[src/rtl/musb_trace_buffer_pkg.sv]
// Shared types for the writeback trace buffer.
// State encoding and trace entry layout.
package musb_trace_buffer_pkg;

    typedef enum logic [1:0] {
        ST_IDLE  = 2'd0,
        ST_ARMED = 2'd1,
        ST_POST  = 2'd2,
        ST_DONE  = 2'd3
    } trace_state_e;

    localparam int GPR_AW = 5;

    function automatic int entry_width(input int dw);
        return 2 * dw + GPR_AW;
    endfunction

endpackage

[src/rtl/musb_trace_ram.sv]
// Trace storage: simple dual-port RAM.
// Synchronous write, registered read; a same-slot read sees old data.
module musb_trace_ram #(
    parameter int AW = 4,
    parameter int W  = 69
) (
    input  logic          clk,
    input  logic          we,
    input  logic [AW-1:0] waddr,
    input  logic [W-1:0]  wdata,
    input  logic          re,
    input  logic [AW-1:0] raddr,
    output logic [W-1:0]  rdata
);

    logic [W-1:0] mem [2**AW];

    always_ff @(posedge clk) begin
        if (we) begin
            mem[waddr] <= wdata;
        end
    end

    always_ff @(posedge clk) begin
        if (re) begin
            rdata <= mem[raddr];
        end
    end

endmodule

[src/rtl/musb_trace_buffer.sv]
// Writeback trace buffer: circular capture of GPR writes
// with PC-match trigger and post-trigger window.
module musb_trace_buffer
    import musb_trace_buffer_pkg::*;
#(
    parameter int DEPTH_LOG2 = 4,
    parameter int DATA_WIDTH = 32,
    parameter int FILTER_R0  = 1,
    parameter int CNT_WIDTH  = 16
) (
    input  logic                  clk,
    input  logic                  rst,
    input  logic                  evt_valid,
    input  logic [DATA_WIDTH-1:0] evt_pc,
    input  logic [4:0]            evt_wa,
    input  logic [DATA_WIDTH-1:0] evt_wd,
    input  logic                  evt_we,
    input  logic                  arm,
    input  logic                  disarm,
    input  logic                  trig_en,
    input  logic [DATA_WIDTH-1:0] trig_pc,
    input  logic [CNT_WIDTH-1:0]  post_count,
    input  logic                  rd_en,
    input  logic [DEPTH_LOG2-1:0] rd_idx,
    output logic                  rd_valid,
    output logic [DATA_WIDTH-1:0] rd_pc,
    output logic [4:0]            rd_wa,
    output logic [DATA_WIDTH-1:0] rd_wd,
    output logic [1:0]            state,
    output logic [DEPTH_LOG2:0]   count,
    output logic                  wrapped,
    output logic [DEPTH_LOG2-1:0] trig_idx
);

    localparam int EW = entry_width(DATA_WIDTH);
    localparam int DW = DATA_WIDTH;
    localparam logic [DEPTH_LOG2:0] DEPTH_CNT =
        (DEPTH_LOG2+1)'(1) << DEPTH_LOG2;

    trace_state_e          st_q, st_d;
    logic [DEPTH_LOG2-1:0] wr_ptr;
    logic [DEPTH_LOG2-1:0] trig_slot;
    logic [CNT_WIDTH-1:0]  remain;
    logic [DEPTH_LOG2:0]   cnt_q;
    logic                  wrap_q;
    logic                  rd_ok;
    logic                  filt;
    logic                  cap;
    logic                  hit;
    logic                  rd_hit;
    logic [DEPTH_LOG2-1:0] oldest;
    logic [DEPTH_LOG2-1:0] rd_slot;
    logic [EW-1:0]         rdata;

    always_comb begin
        filt = (FILTER_R0 != 0) && (evt_wa == 5'd0);
        cap  = evt_valid && evt_we && !filt && !arm && !disarm
            && (st_q == ST_ARMED || st_q == ST_POST);
        hit  = cap && (st_q == ST_ARMED) && trig_en
            && (evt_pc == trig_pc);
        st_d = st_q;
        case (st_q)
            ST_ARMED: begin
                if (hit) begin
                    st_d = (post_count == '0) ? ST_DONE : ST_POST;
                end
            end
            ST_POST: begin
                if (cap && remain == CNT_WIDTH'(1)) begin
                    st_d = ST_DONE;
                end
            end
            default: st_d = st_q;
        endcase
        if (arm) begin
            st_d = ST_ARMED;
        end
        // Disarm dominates a simultaneous arm.
        if (disarm) begin
            st_d = ST_IDLE;
        end
    end

    always_ff @(posedge clk or posedge rst) begin
        if (rst) begin
            st_q      <= ST_IDLE;
            wr_ptr    <= '0;
            cnt_q     <= '0;
            wrap_q    <= 1'b0;
            remain    <= '0;
            trig_slot <= '0;
            rd_valid  <= 1'b0;
            rd_ok     <= 1'b0;
        end else begin
            st_q     <= st_d;
            rd_valid <= rd_en;
            if (rd_en) begin
                rd_ok <= rd_hit;
            end
            if (arm && !disarm) begin
                wr_ptr    <= '0;
                cnt_q     <= '0;
                wrap_q    <= 1'b0;
                remain    <= '0;
                trig_slot <= '0;
            end else if (cap) begin
                wr_ptr <= wr_ptr + 1'b1;
                if (cnt_q == DEPTH_CNT) begin
                    wrap_q <= 1'b1;
                end else begin
                    cnt_q <= cnt_q + 1'b1;
                end
                if (hit) begin
                    remain    <= post_count;
                    trig_slot <= wr_ptr;
                end else if (st_q == ST_POST) begin
                    remain <= remain - 1'b1;
                end
            end
        end
    end

    // count mod DEPTH is just its low bits, so oldest needs no special case.
    assign oldest   = wr_ptr - cnt_q[DEPTH_LOG2-1:0];
    assign rd_slot  = oldest + rd_idx;
    assign rd_hit   = {1'b0, rd_idx} < cnt_q;
    assign trig_idx = trig_slot - oldest;

    musb_trace_ram #(
        .AW (DEPTH_LOG2),
        .W  (EW)
    ) u_ram (
        .clk   (clk),
        .we    (cap),
        .waddr (wr_ptr),
        .wdata ({evt_pc, evt_wa, evt_wd}),
        .re    (rd_en),
        .raddr (rd_slot),
        .rdata (rdata)
    );

    assign rd_pc   = rd_ok ? rdata[EW-1 -: DW]     : '0;
    assign rd_wa   = rd_ok ? rdata[DW+4 -: 5]      : '0;
    assign rd_wd   = rd_ok ? rdata[DW-1:0]         : '0;
    assign state   = st_q;
    assign count   = cnt_q;
    assign wrapped = wrap_q;

endmodule

[config.mk]
export PLATFORM = sky130hd
export DESIGN_NAME = musb_trace_buffer
export DESIGN_NICKNAME = d
export VERILOG_FILES = /design/src/rtl/musb_trace_buffer_pkg.sv /design/src/rtl/musb_trace_ram.sv /design/src/rtl/musb_trace_buffer.sv
export SDC_FILE = /design/constraint.sdc
export NUM_CORES = 1
export LEC_CHECK = 0
export CORE_MARGIN = 2
export CORE_UTILIZATION = 50
export CTS_BUF_LIST = sky130_fd_sc_hd__clkbuf_4
export CTS_CLUSTER_DIAMETER = 100
export CTS_CLUSTER_SIZE = 40
export DETAILED_ROUTE_END_ITERATION = 10
export PLACE_DENSITY_LB_ADDON = 0.12
export SLEW_MARGIN = 20
export SYNTH_ARGS = -nofsm -noshare
export SYNTH_HDL_FRONTEND = slang
export SYNTH_SLANG_ARGS = --single-unit
export TNS_END_PERCENT = 5
[constraint.sdc]
create_clock -name clk -period 3.6 [get_ports clk]
set_input_delay 0.72 -clock clk [delete_from_list [all_inputs] [get_ports clk]]
set_output_delay 0.72 -clock clk [all_outputs]
set_load 0.02 [all_outputs]
# Yosys cells after proc, flatten, opt, wreduce, memory -nomap -nowiden
# Memories as Yosys holds them, arrays and structs flattened. A register that Yosys moved wholly into a read port is not among the register bits.
# Cells that the tools add are included.
# totals
reg_bits	34
latchBits	0
ram_bits	1104
mem_bits_ro	0
in_bits	129
n_memories	1
# op_classes
add_sub_neg	6
mul	0
div	0
n_lt_le_gt_ge	1
n_eq_ne	8
shift	0
n_mux	26
bitwise_logic	0
reduce_logical	26
# mem_list
name	words	width	rd	rd_clocked_by_memory_dff	wr	line_no	source
u_ram.mem	16	69	1	1	1	musb_trace_ram.sv:16	logic [W-1:0] mem [2**AW];
# op_table
op	count
$mux 16	4
$mux 32	2
$eq 32x32->1	1
$mux 4	5
$mux 5	4
$eq 16x1->1 const B	1
$logic_not 16->1	1
$sub 16x1->16 const B	1
$logic_and 1x1->1	10
$mux 2	4
$reduce_and 2->1	4
$sub 4x4->4	2
$mux 1	6
$reduce_bool 2->1	3
$add 5x1->5 const B	1
$eq 5x5->1 const B	1
$logic_not 5->1	1
$lt 4x5->1	1
$add 4x1->4 const B	1
$add 4x4->4	1
$ne 4x3->1 const B	1
$ne 4x4->1 const B	1
$pmux 2 s2	1
$reduce_bool 4->1	1
other kinds (7)	9

# Logic depth before layout (Yosys ltp)
# Gate-level depths: netlist of the first run.
# logic_depth
word_depth	13
ltp_mapped	12
ltp_nobuf	10

# By module
# Synthesis of the first run repeated with hierarchy kept, for this count alone.
# hier_totals
hier_cells	2143
hier_area_um2	46602.2
# by_module_without_submodules
mod	n_inst	cells_each	area_per_inst_um2	seq_area_each_um2
musb_trace_ram	1	1776	43384.1	35223.8
musb_trace_buffer	1	367	3218.1	850.8

# Worst setup path before layout of the first run
# Ideal clock, no wire load.
# synth_timing
path_kind	reg-to-reg
startpoint	register st_q[0] (netlist: state[0])
endpoint	memory u_ram.mem[4][0] (enable)
setup_ns	0.435
arrival_time_ns	3.404
t_required_ns	3.165
slack_ns	-0.239
path_stages_with_launch	10
path_buffers	2
path_cell_list	dfrtp_1 -> inv_1 -> ha_1 -> and3b_1 -> buf_4 -> o211a_4 -> buf_2 -> nand2_1 -> nor2_1 -> and2_1
# synth_between
elab_chain_cells	5
elab_cells_between_ends	6
cone_classes	eq/ne: 2; mux: 2; reduce/logical: 2
# synth_rtl
element	line_no	source
start: declaration	musb_trace_buffer.sv:40	trace_state_e st_q, st_d;
start signal: assignment	musb_trace_buffer.sv:95	st_q <= st_d;
$eq 2x1->1 / $eq 2x2->1 (equally long branches)	musb_trace_buffer.sv:58	&& (st_q == ST_ARMED || st_q == ST_POST);
$logic_or 1x1->1 *	musb_trace_buffer.sv:58	
$logic_and 1x1->1 *	musb_trace_buffer.sv:58	
$mux 1 *	musb_trace_ram.sv:19	if (we) begin
$mux 1 (implied by the code) *	musb_trace_ram.sv:20	mem[waddr] <= wdata;
end: declaration	musb_trace_ram.sv:16	
# Mark *: on every way between the ends. The rest lies on a longest branch, timed or not.

# Final worst setup path of the first run
# layout_timing
startpoint	register wr_ptr[0]
endpoint	output port trig_idx[3]
# layout_between
elab_chain_cells	2
# layout_rtl
element	line_no	source
start: declaration	musb_trace_buffer.sv:41	logic [DEPTH_LOG2-1:0] wr_ptr;
start signal: assignment	musb_trace_buffer.sv:107	wr_ptr <= wr_ptr + 1'b1;
$sub 4x4->4	musb_trace_buffer.sv:124	assign oldest = wr_ptr - cnt_q[DEPTH_LOG2-1:0];
$sub 4x4->4	musb_trace_buffer.sv:127	assign trig_idx = trig_slot - oldest;
end: declaration	musb_trace_buffer.sv:32	output logic [DEPTH_LOG2-1:0] trig_idx
# No other way between the ends.

==> results.json, run 1 <==
{
  "cp.arrival_ps": 3210,
  "tightest_slew_ps": 724,
  "fmax_mhz": 254,
  "rsz0062_at_grt": "yes",
  "port_buffers": 210,
  "gr-total-overflow": 0,
  "path_cells": "inv_2, ha_4, fa_2, ha_4, a21o_1, a21oi_2, xor2_1, xnor2_1, buf_4",
  "fin_cells": 3646,
  "synthFlopType": "edfxtp_1",
  "drt_iter0_drc": 2474,
  "antenna_found_initial": 11,
  "drc": 0,
  "ios": 211,
  "gp_congestion": 0.778,
  "fin_crit_sh": 1.09,
  "synth_edf_count": 1173,
  "core_area_sq_um": 93000,
  "hpwl_um": 63500,
  "hp-class": "primary input to flop",
  "cts_tree": "done",
  "crit_path_frequent_cell": "ha_4",
  "power_leakage_nw": 16.9,
  "ant_nets": 0,
  "critPathSlowestCell": "fa_2",
  "hold_viol": 0,
  "endpoint_kind": "output pin",
  "die_x_um": 310,
  "syn_inst": 1999,
  "dieArea_sq_um": 96000,
  "die_y_um": 310,
  "finalWorstSetupSlack_ps": -333,
  "crit_required_ps": 2880,
  "placed_cell_area_sq_um": 52600,
  "path_buf_inv": 2,
  "cap_violations": 0,
  "nets": 2521,
  "cts.clk_slew.worst_paths_ps": 390,
  "cp_top_family": "adder cells",
  "worstSetupStartpointType": "flop",
  "ir_worst_vdd_mv": 0.296,
  "synth-seq-cells": 1207,
  "layout-drive-gt1-share": 0.280,
  "power.density_nw_per_um2": 500,
  "report.final.slew_viol_count": 0,
  "async_flop_share": 0.0282,
  "final.min_clock_period_ps": 3930,
  "yosysSeqAreaShare": 0.772,
  "wl_um": 108000,
  "slew_headroom": 0.516,
  "synthesis.area_sq_um": 46800,
  "root_buffer": "clkbuf_4",
  "critPathKind": "flop to output pin",
  "design_area_sq_um": 53400,
  "drt_pass1_iterations": 7,
  "yosys_warnings": 0,
  "routed-via-count": 21500,
  "clk_path_buf_depth": 3,
  "insertion_delay_ps": 980,
  "cts.htree.levels": 2,
  "syn_to_final_growth_pct": 14.1,
  "slowest_delay_ps": 550,
  "avgSynthCellArea_sq_um": 23.4,
  "clock_sinks": 1207,
  "syn-num-nets": 2153,
  "via_per_inst": 5.89,
  "grt_pass1_vias": 22400,
  "grt_pass1_wl_um": 155000,
  "setup_viol": 67,
  "routedWlPerCell_um": 29.5,
  "placementRows": 112,
  "dp.cells": 3570,
  "fin_util": 0.573,
  "grt_max_degree": 49,
  "cts_inserted_buffers": 40,
  "outcome": "finished with violations",
  "finalClockSkew_ps": 94.7,
  "grt_use_total": 0.228,
  "initial_core_util": 0.503,
  "synth_cell_types": 54,
  "violations": "negative setup slack",
  "worstPathMaxFanout": 2,
  "worst_hold_slack_ps": 209
}
==> where the power goes <==
group	internal, W	switching (W)
clock	0.000847	0.00396
sequential	0.0158	0.000169
combinational	0.00329	0.00258
total	0.0200	0.00671
==> path summary, 6_finish.rpt <==
path                       cells past startpoint  slack [ps]         endpoint         start
min in group asynchronous                      3         590        wr_ptr[2]           rst
max in group asynchronous                      4        2170        remain[8]           rst
min                                            1         210  u_ram.rdata[18]         rd_en
max                                            9        -330      trig_idx[3]     wr_ptr[0]
max reg2reg                                   10        -150  u_ram.rdata[52]     wr_ptr[0]
min reg2reg                                    2         550     trig_slot[0]  trig_slot[0]
==> registers in the layout (all words and copies together) (netlist names) <==
register / count
trig_slot: 4
rd_valid: 1
wrapped: 1
state: 2
count: 5
wr_ptr: 4
u_ram.rdata: 69
rd_ok: 1
u_ram.mem: 1104
remain: 16
==> per-stage QoR <==
| step | total power, W | worst slack [ps] | TNS, ps |
|---|---|---|---|
| after floorplan | 0.0198 | -239 | -147940 |
| after global placement | 0.0222 | -299 | -16920 |
| after detailed placement | 0.0223 | -271 | -15360 |
| after CTS | 0.0270 | -524 | -8590 |
| after global routing | 0.0277 | -529 | -11440 |
| final | 0.0267 | -333 | -5430 |
==> metal layers <==
metal,routed length [um],global-route usage,vias up
met5,58,0,-
met4,1980,0.0434,8
met3,5250,0.0271,99
met2,54300,0.382,587
met1,46000,0.328,11700
li1,-,-,9065
==> cell usage after synthesis, types with 2 or more instances <==
| library cell | n | area, sq um |
|---|---|---|
| edfxtp_1 | 1173 | 35200 |
| mux4_2 | 345 | 7770 |
| and2_1 | 86 | 538 |
| buf_2 | 46 | 230 |
| xor2_1 | 45 | 394 |
| clkbuf_1 | 42 | 158 |
| nand2_1 | 41 | 154 |
| dfrtp_1 | 34 | 851 |
| inv_1 | 23 | 86.3 |
| ha_1 | 22 | 275 |
| o21ai_1 | 17 | 85.1 |
| nor2_1 | 16 | 60.1 |
| nor4_1 | 13 | 81.3 |
| xnor2_1 | 12 | 105 |
| nor3_1 | 9 | 45.0 |
| a21oi_1 | 6 | 30.0 |
| nand4_1 | 6 | 37.5 |
| a21o_1 | 5 | 37.5 |
| buf_6 | 5 | 56.3 |
| o21ai_0 | 4 | 20.0 |
| fa_1 | 3 | 60.1 |
| nand2b_1 | 3 | 18.8 |
| nor3b_1 | 3 | 22.5 |
| a21oi_2 | 2 | 17.5 |
| buf_4 | 2 | 15.0 |
| mux2i_1 | 2 | 20.0 |
| nor4_4 | 2 | 42.5 |
| o2111ai_1 | 2 | 17.5 |
| o211ai_2 | 2 | 25.0 |
| o21ai_2 | 2 | 17.5 |
| or4_1 | 2 | 15.0 |
| xnor2_2 | 2 | 32.5 |
==> cells by family after synthesis <==
logic type / count (synthesis) / share of synthesized area
flip-flops: 1207 / 0.772
multiplexers: 348 / 0.167
AND/OR/NAND/NOR: 192 / 0.0238
buffers and inverters: 118 / 0.0117
XOR/XNOR: 59 / 0.0114
AO/OA/AOI/OAI: 50 / 0.00760
adder cells (fa/ha/maj): 25 / 0.00717
==> worst register-to-register path: cells and delay by family (launching register included) <==
family,cells,cell delay (ps)
buf+inv,5,840
fa+ha+maj,3,1440
mux,2,790
flops,1,480
==> cells in the final DEF (no fill, tap or decap), drive strengths merged, types with 8 or more instances in the layout <==
cell type,netlist,layout
a21oi,8,8
and2,86,86
buf,53,214
clkbuf,42,43
clkdlybuf4s50,0,200
clkinv,0,9
dfrtp,34,34
edfxtp,1173,1173
ha,22,22
inv,23,30
mux4,345,345
nand2,41,41
nor2,17,17
nor3,10,10
nor4,16,16
o21ai,23,23
xnor2,14,14
xor2,45,45
==> final cells by class <==
type                            count  area, sq um
Multi-Input combinational cell    674        10300
Inverter                           23         86.3
Fill cell                        6834        39700
Clock buffer                       43          323
Timing Repair Buffer              421         4720
Clock inverter                     20          290
Sequential cell                  1207        36100
Antenna cell                        4         10.0
Tap cell                         1254         1570
==> timing repair <==
action | 4_1_cts | 5_1_grt
resized for setup | 35 | 7
buffers inserted | 7 | 1
endpoints found under the hold margin | 15 | 0
pin swaps | 6 | 3
endpoints found under the setup margin | 91 | 76
hold buffers | 1 | 0
Power figures use the tool's default switching activity.
==> run 2: changes to the inputs <==
--- a/config.mk
+++ b/config.mk
@@ -16,4 +16,3 @@
 export SYNTH_ARGS = -nofsm -noshare
 export SYNTH_HDL_FRONTEND = slang
 export SYNTH_SLANG_ARGS = --single-unit
-export TNS_END_PERCENT = 5
==> run 2 against run 1 <==
Effect of this change: the flow still finishes with violations (negative setup slack); power increased by 3.7%; sequential share of layout area decreased by 1.7 points; clock skew decreased by 7.9 ps; utilization increased by 1.4 points; sequential power about the same; count of clock-buffer cells in the layout decreased by 2; critical path type unchanged; highest routed layer is now met4.
==> results.json, run 2 (synthesized netlist as in run 1, its figures left out) <==
{
  "crit_path_frequent_cell": "ha_4",
  "design_area_sq_um": 54700,
  "cts_tree": "done",
  "hp-class": "primary input to flop",
  "path_cells": "inv_2, ha_4, fa_2, ha_4, a21o_1, a21oi_2, xor2_1, xnor2_1, buf_4",
  "finalWorstSetupSlack_ps": -465,
  "violations": "negative setup slack",
  "crit_required_ps": 2880,
  "routedWlPerCell_um": 30.2,
  "tightest_slew_ps": 731,
  "largest_registers": "u_ram.mem x1104, u_ram.rdata x69, remain x16",
  "layout_commonest_cell": "edfxtp_1",
  "hold_viol": 0,
  "path_buf_inv": 2,
  "cts_inserted_buffers": 40,
  "wl_um": 111000,
  "nets": 2563,
  "power.density_nw_per_um2": 506,
  "fin_crit_sh": 1.13,
  "grt_max_degree": 49,
  "grt_pass1_vias": 22700,
  "die_y_um": 310,
  "slew_headroom": 0.512,
  "netSwitchingFraction": 0.253,
  "final.min_clock_period_ps": 4070,
  "sequentialPowerShare": 0.578,
  "finalClockSkew_ps": 86.8,
  "fmax_mhz": 246,
  "die_x_um": 310,
  "intPower_w": 0.0207,
  "ir_worst_vdd_mv": 0.318,
  "cp_top_family": "adder cells",
  "via_per_inst": 5.96,
  "syn_to_final_growth_pct": 17.0,
  "clk_path_buf_depth": 3,
  "rsz0062_at_grt": "yes",
  "clock_sinks": 1207,
  "critPathSlowestCell": "fa_2",
  "mostFrequentLayoutCells": "edfxtp_1 (1,173), mux4_2 (345), clkdlybuf4s50_1 (201)",
  "cap_violations": 0,
  "antenna_found_initial": 3,
  "placed_cell_area_sq_um": 52700,
  "outcome": "finished with violations",
  "power_leakage_nw": 17.5,
  "insertion_delay_ps": 1010,
  "slowest_delay_ps": 560,
  "place_ws_ps": -342,
  "report.final.slew_viol_count": 0,
  "worstSetupStartpointType": "flop",
  "largest_reg_flops": 1104,
  "endpoint_kind": "output pin",
  "cts.htree.levels": 2,
  "hpwl_um": 65100,
  "regMostFlops": "u_ram.mem",
  "initial_core_util": 0.503,
  "dieArea_sq_um": 96000,
  "grt_use_total": 0.234,
  "worstPathMaxFanout": 2,
  "core_area_sq_um": 93000,
  "p_clk_frac": 0.173,
  "setup_viol": 72,
  "drc": 0,
  "ant_nets": 0,
  "routed-via-count": 22000,
  "root_buffer": "clkbuf_4",
  "gp_congestion": 0.768,
  "drt_pass1_iterations": 5,
  "ios": 211,
  "cp.arrival_ps": 3350,
  "layout-drive-gt1-share": 0.293,
  "critPathKind": "flop to output pin",
  "port_buffers": 210,
  "cts.clk_slew.worst_paths_ps": 380,
  "placementRows": 112,
  "power_switching_w": 0.00700,
  "combPwrFrac": 0.249,
  "drt_iter0_drc": 2233,
  "grt_pass1_wl_um": 160000,
  "gr-total-overflow": 0
}
-- run 2: cell count changes in the layout (fill, tap and decap cells not counted), sizes merged --
cell | previous run | this run
diode | 4 | 3
clkinv | 9 | 11
dlygate4sd2 | 2 | 1
clkdlybuf4s50 | 200 | 201
bufbuf | 0 | 5
buf | 214 | 249
-- run 2: path summary, 6_finish.rpt --
| check | cells after the start | slack [ps] | end | from |
|---|---|---|---|---|
| setup / recovery | 9 | -470 | trig_idx[3] | wr_ptr[0] |
| hold / removal | 2 | 230 | rd_valid | rd_en |
| setup reg to reg | 14 | -460 | u_ram.rdata[14] | wr_ptr[0] |
| hold reg to reg | 2 | 550 | trig_slot[0] | trig_slot[0] |
| max in group asynchronous | 4 | 2210 | state[0] | rst |
| min in group asynchronous | 3 | 580 | wr_ptr[0] | rst |
-- run 2: repair_timing --
| item | CTS | global route |
|---|---|---|
| cloned | 22 | 2 |
| buffers inserted | 43 | 7 |
| hold buffers | 1 | 0 |
| pin swaps | 8 | 5 |
| endpoints found under the hold margin | 3 | 0 |
| setup endpoints to repair | 119 | 76 |
| gates resized for setup | 93 | 23 |
-- run 2: final cells by class --
type | count | area (sq um)
Multi-Input combinational cell | 674 | 10300
Clock buffer | 41 | 308
Fill cell | 6684 | 38300
Inverter | 23 | 86.3
Timing Repair Buffer | 463 | 6080
Clock inverter | 22 | 299
Sequential cell | 1207 | 36100
Antenna cell | 3 | 7.51
Tap cell | 1254 | 1570
-- run 2: power groups by stage --
stage | clock [W] | combinational, W | sequential (W)
4_1_cts | 0.00495 | 0.00697 | 0.0160
3_3_place_gp | 0 | 0.00581 | 0.0163
2_1_floorplan | 0 | 0.00357 | 0.0162
3_5_place_dp | 0 | 0.00588 | 0.0163
5_1_grt | 0.00532 | 0.00726 | 0.0160
6_report | 0.00480 | 0.00688 | 0.0160
-- run 2: metrics by stage --
stage / instances / util / total power, W / hold slack (ps) / setup TNS (ps)
6_report: 3687 / 0.588 / 0.0277 / 232 / -23300
5_1_grt: 3686 / 0.588 / 0.0286 / 124 / -27520
4_1_cts: 3681 / 0.587 / 0.0279 / 95.4 / -28080
3_5_place_dp: 3553 / 0.566 / 0.0222 / 504 / -18050
3_3_place_gp: 3553 / 0.566 / 0.0221 / 498 / -19730
2_1_floorplan: 1999 / - / 0.0198 / 493 / 0
-- run 2: routing by layer --
metal	global-route usage	up-vias	wire, um
li1	-	9164	-
met2	0.402	645	57700
met1	0.333	12100	47000
met4	0.0448	0	1810
met5	0	-	0
met3	0.0205	82	4730
==> run 3: changes to the inputs <==
--- a/config.mk
+++ b/config.mk
@@ -15,4 +15,5 @@
 export SLEW_MARGIN = 20
 export SYNTH_ARGS = -nofsm -noshare
 export SYNTH_HDL_FRONTEND = slang
+export SYNTH_HIERARCHICAL = 1
 export SYNTH_SLANG_ARGS = --single-unit
==> run 3 against run 2 <==
Effect of this change: worst setup slack got worse by 37 ps; power decreased by 8.2%; synthesized area decreased by 0.33%; critical path depth increased by 2; routed wire length decreased by 1.3%; the run still ends with negative setup slack left.
==> results.json, run 3 <==
{
  "outcome": "finished with violations",
  "violations": "negative setup slack",
  "ios": 211,
  "cp_top_family": "adder cells",
  "multi_input_area_sq_um": 10100,
  "ant_nets": 0,
  "cts_tree": "done",
  "via_per_inst": 6.03,
  "mostFrequentLayoutCells": "edfxtp_1 (1,173), mux4_2 (276), clkdlybuf4s50_1 (203)",
  "synth-seq-cells": 1207,
  "syn_inst": 2143,
  "gr-total-overflow": 0,
  "hpwl_um": 65900,
  "grt_pass1_vias": 23200,
  "dieArea_sq_um": 95700,
  "ir_worst_vdd_mv": 0.263,
  "root_buffer": "clkbuf_4",
  "netlist_top_cells_count": "edfxtp_1 (1,173), mux4_2 (276), a22oi_1 (138), nand2_1 (91), and2_1 (70)",
  "fin_crit_sh": 1.14,
  "path_buf_inv": 4,
  "crit_required_ps": 2880,
  "fmax_mhz": 244,
  "cap_violations": 0,
  "clk_path_buf_depth": 3,
  "hold_depth": 2,
  "yosys_warnings": 6,
  "place_ws_ps": -379,
  "clock_sinks": 1207,
  "synth.largest_area_cell": "edfxtp_1",
  "critPathKind": "flop to output pin",
  "routed-via-count": 22600,
  "finalWorstSetupSlack_ps": -502,
  "dp.cells": 3670,
  "synth_top_area_frac": 0.756,
  "drt_pass1_iterations": 5,
  "layout_commonest_cell": "edfxtp_1",
  "worstSetupStartpointType": "flop",
  "rsz0062_at_grt": "yes",
  "ys_top_cells_by_area": "edfxtp_1 (76%), mux4_2 (13%), a22oi_1 (2.2%), dfrtp_1 (1.8%), and2_1 (0.94%)",
  "hp-class": "primary input to flop",
  "yosysSeqAreaShare": 0.774,
  "cp.arrival_ps": 3380,
  "core_area_sq_um": 92100,
  "insertion_delay_ps": 980,
  "slowest_delay_ps": 460,
  "port_buffers": 210,
  "layout-drive-gt1-share": 0.236,
  "final.min_clock_period_ps": 4100,
  "register_area_sq_um": 36100,
  "largest_reg_flops": 1104,
  "fin_cells": 3751,
  "grt_pass1_wl_um": 159000,
  "grt_max_degree": 52,
  "cts.clk_slew.worst_paths_ps": 360,
  "cts.htree.levels": 2,
  "synthesis.area_sq_um": 46600,
  "synthFlopType": "edfxtp_1",
  "nets": 2631,
  "placementRows": 111,
  "post-synth-top-count-cell": "edfxtp_1",
  "path_cells": "inv_1, ha_2, inv_2, fa_1, xor2_2, inv_1, ha_1, a21oi_2, xor2_1, xnor2_1, buf_4",
  "syn_to_final_growth_pct": 13.7,
  "grt_use_total": 0.232,
  "wl_um": 110000,
  "synth_edf_count": 1173,
  "fillCellCount": 6693,
  "setup_viol": 46,
  "slew_headroom": 0.266,
  "synth_cell_types": 55,
  "worstPathMaxFanout": 2,
  "hold_viol": 0,
  "syn-num-nets": 2294,
  "gp_congestion": 0.804,
  "regMostFlops": "u_ram/mem",
  "path_depth": 11,
  "report.final.slew_viol_count": 0,
  "die_x_um": 309,
  "power.density_nw_per_um2": 479,
  "initial_core_util": 0.506,
  "cts_inserted_buffers": 39,
  "antenna_found_initial": 7,
  "finalClockSkew_ps": 95.1,
  "die_y_um": 309,
  "endpoint_kind": "output pin",
  "avgSynthCellArea_sq_um": 21.7,
  "fin_util": 0.576,
  "power_leakage_nw": 16.9,
  "critPathSlowestCell": "dfrtp_1",
  "async_flop_share": 0.0282,
  "drc": 0,
  "routedWlPerCell_um": 29.3,
  "drt_iter0_drc": 2390,
  "crit_path_frequent_cell": "inv_1",
  "largest_registers": "u_ram/mem x1104, u_ram/rdata x69, remain x16",
  "tightest_slew_ps": 1100,
  "ff2ff_path_depth": 15
}
-- run 3: cell types whose count changed after synthesis, moves of 6 or more --
cell     previous run  this run
a22oi_1             0       138
mux4_2            345       276
and2_1             86        70
a21o_1              5        18
buf_6               5        17
nand2_1            41        91
buf_4               2        15
buf_1               0        18
o21ai_0             4        11
o21ai_1            17         1
nor3_1              9        15
nor2_1             16        28
buf_2              46        15
-- run 3: cells by family after synthesis --
family | count (synthesis) | share of synthesized area
AO/OA/AOI/OAI | 189 | 0.0300
multiplexers | 278 | 0.134
XOR/XNOR | 57 | 0.0107
flip-flops | 1207 | 0.774
adder cells (fa/ha/maj) | 22 | 0.00639
AND/OR/NAND/NOR | 260 | 0.0301
buffers and inverters | 130 | 0.0149
-- run 3: layout make-up --
cell class              count  area share
diodes                      4    0.000189
clock buffers              50     0.00708
clock inverters            15     0.00342
inverters                  21     0.00163
multi-input cells         806       0.190
flip-flops and latches   1207       0.681
well taps                1243      0.0293
repair buffers            405      0.0879
-- run 3: path summary, 6_finish.rpt --
kind,startpoint,to,slack [ps]
max,wr_ptr[0],trig_idx[3],-500
min,post_count[8],remain[8],300
max reg2reg,wr_ptr[0],u_ram/rdata[17],-130
min reg2reg,wrapped,wrapped,560
max in group asynchronous,rst,count[2],2550
min in group asynchronous,rst,remain[10],640
-- run 3: routing by layer --
layer,part of all wire,vias to the layer above,track usage
met5,0.00040,-,0
met4,0.019,6,0.0449
met3,0.062,100,0.0322
met2,0.50,764,0.383
met1,0.42,12200,0.338
li1,-,9535,-
-- run 3: stage by stage --
stage               setup TNS, ps  instance area, sq um  total power, W  hold slack, ps
floorplan                 -185620                 46800          0.0190             503
global placement          -135420                 52200          0.0211             512
detailed placement        -217890                 52200          0.0211             501
CTS                         -1540                 52900          0.0256             195
global route               -13750                 53000          0.0263             216
finish                      -4180                 53000          0.0254             300
-- run 3: repair_timing --
item | CTS | global route
hold buffers | 1 | 0
setup endpoints to repair | 70 | 72
gates resized for setup | 22 | 7
endpoints found under the hold margin | 3 | 0
pin swaps | 2 | 7
cloned | 0 | 0
setup buffers | 5 | 6
-- run 3: where the power goes --
| group | internal [W] | switching, W | leakage, nW | total [W] |
|---|---|---|---|---|
| combinational | 0.00236 | 0.00254 | 5.48 | 0.00490 |
| sequential | 0.0158 | 0.000115 | 11.1 | 0.0159 |
| clock | 0.000749 | 0.00386 | 0.312 | 0.00461 |
| total | 0.0189 | 0.00652 | 16.9 | 0.0254 |
